$ cat config.mk
export PLATFORM = sky130hd
export DESIGN_NAME = odd_parity_frame_ctrl
export DESIGN_NICKNAME = d
export VERILOG_FILES = /design/src/rtl/odd_parity_frame_ctrl.sv
export SDC_FILE = /design/constraint.sdc
export NUM_CORES = 1
export LEC_CHECK = 0
export CORE_ASPECT_RATIO = 1.25
export CORE_MARGIN = 8
export CORE_UTILIZATION = 30
export DETAILED_ROUTE_END_ITERATION = 6
export PLACE_DENSITY = 0.55
export REMOVE_ABC_BUFFERS = 1
export SKIP_LAST_GASP = 1
export SYNTH_ARGS = -nofsm -noshare
export SYNTH_HDL_FRONTEND = slang
export SYNTH_SLANG_ARGS = --single-unit
$ cat constraint.sdc
create_clock -name clk -period 2.5 [get_ports clk]
set_input_delay 0.5 -clock clk [delete_from_list [all_inputs] [get_ports clk]]
set_output_delay 0.5 -clock clk [all_outputs]
set_load 0.005 [all_outputs]
$ cat src/rtl/odd_parity_frame_ctrl.sv
// odd_parity_frame_ctrl: serial odd-parity frame receiver.
// Shifts in DATA_W data bits (MSB first) followed by a parity bit. It flags
// an error when the total number of ones is even, and then holds the frame on
// a valid/ready handshake.
// Optional feature macro: ODD_PARITY_ERR_CNT_EN enables the saturating error
// counter and err_clr. When the macro is undefined, err_cnt is tied to 0.
module odd_parity_frame_ctrl #(
    parameter int DATA_W    = 3,
    parameter int ERR_CNT_W = 8
) (
    input  logic                 clk,
    input  logic                 rst_n,
    input  logic                 start,
    input  logic                 din,
    input  logic                 din_valid,
    input  logic                 frame_ready,
    input  logic                 err_clr,
    output logic                 busy,
    output logic [DATA_W-1:0]    dout,
    output logic                 p,
    output logic                 e,
    output logic                 frame_valid,
    output logic [ERR_CNT_W-1:0] err_cnt
);

    localparam int CNT_W = $clog2(DATA_W + 1);
    localparam logic [CNT_W-1:0] LAST_BIT = CNT_W'(DATA_W - 1);

    typedef enum logic [1:0] {
        IDLE,
        SHIFT,
        PARITY,
        HOLD
    } state_t;

    state_t           state;
    logic [CNT_W-1:0] bit_cnt;
    logic [DATA_W-1:0] next_word;
    logic             frame_err;

    // A single-bit word is a plain load; wider words shift left, MSB first
    generate
        if (DATA_W == 1) begin : g_load
            assign next_word = din;
        end else begin : g_shift
            assign next_word = {dout[DATA_W-2:0], din};
        end
    endgenerate

    // Odd-parity rule: error when data plus parity hold an even count of ones
    assign frame_err = ~(^dout ^ din);

    // Frame sequencer with registered status and data outputs
    always_ff @(posedge clk or negedge rst_n) begin
        if (!rst_n) begin
            state       <= IDLE;
            bit_cnt     <= '0;
            busy        <= 1'b0;
            dout        <= '0;
            p           <= 1'b0;
            e           <= 1'b0;
            frame_valid <= 1'b0;
        end else begin
            case (state)
                IDLE: begin
                    if (start) begin
                        state   <= SHIFT;
                        bit_cnt <= '0;
                        busy    <= 1'b1;
                    end
                end
                SHIFT: begin
                    if (din_valid) begin
                        dout    <= next_word;
                        bit_cnt <= bit_cnt + CNT_W'(1);
                        if (bit_cnt == LAST_BIT) begin
                            state <= PARITY;
                        end
                    end
                end
                PARITY: begin
                    if (din_valid) begin
                        p           <= din;
                        e           <= frame_err;
                        frame_valid <= 1'b1;
                        state       <= HOLD;
                    end
                end
                HOLD: begin
                    if (frame_ready) begin
                        frame_valid <= 1'b0;
                        busy        <= 1'b0;
                        state       <= IDLE;
                    end
                end
                default: begin
                    state <= IDLE;
                end
            endcase
        end
    end

`ifdef ODD_PARITY_ERR_CNT_EN
    logic err_inc;

    // The increment fires on the same edge that e is written and frame_valid rises
    assign err_inc = (state == PARITY) && din_valid && frame_err;

    // Saturating error counter; a clear wins over a simultaneous increment
    always_ff @(posedge clk or negedge rst_n) begin
        if (!rst_n) begin
            err_cnt <= '0;
        end else if (err_clr) begin
            err_cnt <= '0;
        end else if (err_inc && (err_cnt != '1)) begin
            err_cnt <= err_cnt + ERR_CNT_W'(1);
        end
    end
`else
    logic unused_err_clr;

    assign unused_err_clr = err_clr;
    assign err_cnt        = '0;
`endif

endmodule

==> summary.txt <==
Run status
  • Status: finished clean

Placement
  • Port bufs: 12
  • Post-detail-place hpwl: 1190 µm
  • Post-Place Cells: 113
  • RePlAce Congestion: 0.729
  • Pre-CTS setup slack: 0.423 ns

Route
  • DR vias: 527
  • Initial DRC Count: 13
  • Routed wire length: 1490 µm
  • DR vias/cell: 4.50
  • Post-route ant nets: 0
  • Drt pass-1 iters: 2
  • Residual DRC count: 0
  • Avg WL per Cell: 12.7 µm

Logic synthesis
  • Synth Area in Simple Gates: 0.140
  • Seq/Total Area, Yosys: 0.367
  • Mapped Avg Cell Area: 10.9 µm²
  • Post-synth EDFFs: 0
  • Synth Instances: 69
  • Post-synthesis cell area: 749 µm²
  • Async SR Flop Fraction: 1.00
  • Main synth FF type: dfrtp_1
  • Synth warn: 0
  • Register bit count reported by yosys: 11
  • Main combinational cell family by area after synthesis: compound AO/OA/AOI/OAI gates
  • Compound-gate portion of the synthesized area: 0.147
  • Post-synthesis mux area share: 0.0935
  • XOR/XNOR Fraction of Synth Area: 0.0351
  • Distinct cells, synth: 32
  • Area share of fa/ha/maj cells after synthesis: 0.100

Power and ir drop
  • Sequential share of power: 0.316
  • Clock share of power: 0.111
  • Internal cell power: ~0.71 mW
  • Pwr dens: 1220 nW/µm²
  • Switching power: around 0.40 mW
  • Tot Pwr: 1.11 mW
  • Gate power share: 0.574
  • VDD IR-drop max: 0.535 mV
  • Switching share of power: 0.358
  • Leak Pwr: 0.403 nW

Floorplanning
  • Row Count: 20
  • Die X-Extent: 60.7 µm
  • Core Box Area: 2400 µm²
  • Die footprint: 4360 µm²
  • Die Ht: between 70 and 80 µm
  • Initial Util: 0.312
  • I/O pin total: 22

Global routing
  • Overflow after GRT: 0
  • Total Routing Usage GR: 0.0733
  • Initial antenna violation count: 0
  • Vias in the first global route: 556
  • First-pass GRT wire length: ~2400 µm
  • Pin count of the biggest net entering global routing: 12

Timing
  • Tcrit/Tclk final: 0.754
  • Clock Skew: ~0.0025 ns
  • Final Max Slew Viols: 0
  • Fin Hold WS: roughly 0.49 ns
  • Final setup fails: 0
  • Fin worst setup slack: around 0.61 ns
  • RSZ-0062 raised after global routing: false
  • FMAX: 0.530 GHz
  • Shortest period the worst path allows: 1.89 ns
  • Slew @ Worst Pin: 0.526 ns
  • Hold Vio Cnt, Final: 0
  • Worst slew margin: 0.648
  • Setup TNS: 0 ns

Cells and area
  • Final #Nets: 98
  • Post-Layout Cell Count: 117
  • Multi-input combinational cell area: 417 µm²
  • Register area: 275 µm²
  • Diode count: 0
  • Fill cells: 263
  • Area grow syn2layout: 20.5%
  • Layout cells sized above 1: 0.155

Clock network
  • TritonCTS Buffers: 3
  • Maximum clock insertion buffer count: 2
  • H-tree levels: 1
  • # clock sinks: 11
  • PostCTS Resize Cnt: 0
  • Clk Latency, worst-skew pair: 0.26 ns
  • Clk slew on worst S/H paths: 0.08 ns
  • Root Buffer: clkbuf_4
  • CTS Hold Bufs: 0
  • Post-CTS Setup Repair Bufs: 0
  • CTS tree: built

Flow run
  • Max-cap viol count: 0

Critical path
  • Worst-path fanout max: 5
  • R2r endpoint: state[1]
  • Origin of the critical flop-to-flop path: state[0]
  • Worst setup path startpoint: state[0]
  • CP Capture Type: flip-flop
  • R2R depth: 5
  • Worst endpoint required time: 2.65 ns
  • Worst Setup Start Kind: flip-flop
  • Worst Setup Path Type: reg -> reg
  • FF-to-FF setup slack: 0.61 ns
  • Arrival time worst endpoint: between 2 and 2.5 ns

Worst hold path
  • Hold path cells: 2
  • Hold WC Path Type: reg -> reg
  • Min-delay src: e
  • Worst hold endpoint: e
-- cells in the final DEF (no fill, tap or decap), drive strengths merged --
| cell | count |
|---|---|
| a2111oi | 1 |
| a211oi | 1 |
| a21oi | 2 |
| a221o | 1 |
| a22o | 3 |
| a2bb2oi | 1 |
| and2b | 2 |
| clkbuf | 4 |
| clkdlybuf4s50 | 12 |
| conb | 8 |
| dfrtp | 11 |
| ha | 6 |
| inv | 5 |
| mux2 | 5 |
| mux2i | 1 |
| nand2 | 5 |
| nand2b | 2 |
| nand3b | 2 |
| nor2 | 1 |
| nor2b | 2 |
| nor3 | 1 |
| o21ai | 2 |
| o311ai | 1 |
| or2 | 1 |
| or3b | 1 |
| xnor2 | 2 |
| xor2 | 1 |
-- layout make-up --
| type | count | area share |
|---|---|---|
| multi-input combinational | 52 | 0.461 |
| clock buffer | 4 | 0.0291 |
| timing repair buffer | 12 | 0.133 |
| sequential | 11 | 0.305 |
| inverter | 5 | 0.0263 |
| tap | 33 | 0.0457 |
-- layer usage --
metal	track usage	share of wire
met1	0.0708	0.43
met4	0.0312	0.0087
met2	0.137	0.50
met5	0	0
met3	0.0197	0.065
-- Yosys cell counts, types with 2 or more instances --
cell,count,area [µm²]
and2b_2,2,17.5
a22o_1,2,17.5
ha_1,6,75.1
mux2_1,2,22.5
nand2b_1,2,12.5
a21oi_1,2,10.0
buf_4,8,60.1
nand2_1,5,18.8
dfrtp_1,11,275
xnor2_1,2,17.5
mux2_2,2,22.5
nand3b_1,2,15.0
inv_1,4,15.0
-- power by group through the flow --
stage | sequential (mW) | clock (mW) | combinational (mW)
after floorplan | 0.346 | 0 | 0.432
after global placement | 0.349 | 0 | 0.625
after detailed placement | 0.355 | 0 | 0.635
final | 0.349 | 0.122 | 0.634
after CTS | 0.350 | 0.126 | 0.642
after global routing | 0.361 | 0.138 | 0.706
-- state kept, by name, indices dropped and copies added (netlist names) --
register and count:
frame_valid 1, state 2, e 1, dout 3, busy 1, p 1, bit_cnt 2
-- worst max path at each step --
stage / depth (start not counted) / endpoint
2_1_floorplan: 5 / state[1]
3_3_place_gp: 4 / state[1]
3_5_place_dp: 4 / state[1]
4_1_cts: 5 / state[1]
5_1_grt: 5 / state[1]
6_report: 5 / state[1]
-- kinds of logic after synthesis --
family | after synthesis
muxes | 6
adders and majority gates | 6
DFF | 11
and+or+nand+nor | 17
xor gates and xnor gates | 3
buffers and inverters | 13
AOI/OAI and AO/OA | 12
other | 1
-- critical path, stage by stage, from the launching register on --
cell	delay [ns]
dfrtp_1	0.42
inv_1	0.09
ha_1	0.26
or2_4	0.27
a2111oi_4	0.40
mux2_4	0.33
-- through the flow --
step | instance area (µm²) | util
floorplan | 716 | -
global placement | 877 | 0.365
detailed placement | 877 | 0.365
CTS | 903 | 0.376
global route | 903 | 0.376
finish | 903 | 0.376
No activity file was read; power rests on OpenSTA's default activity.
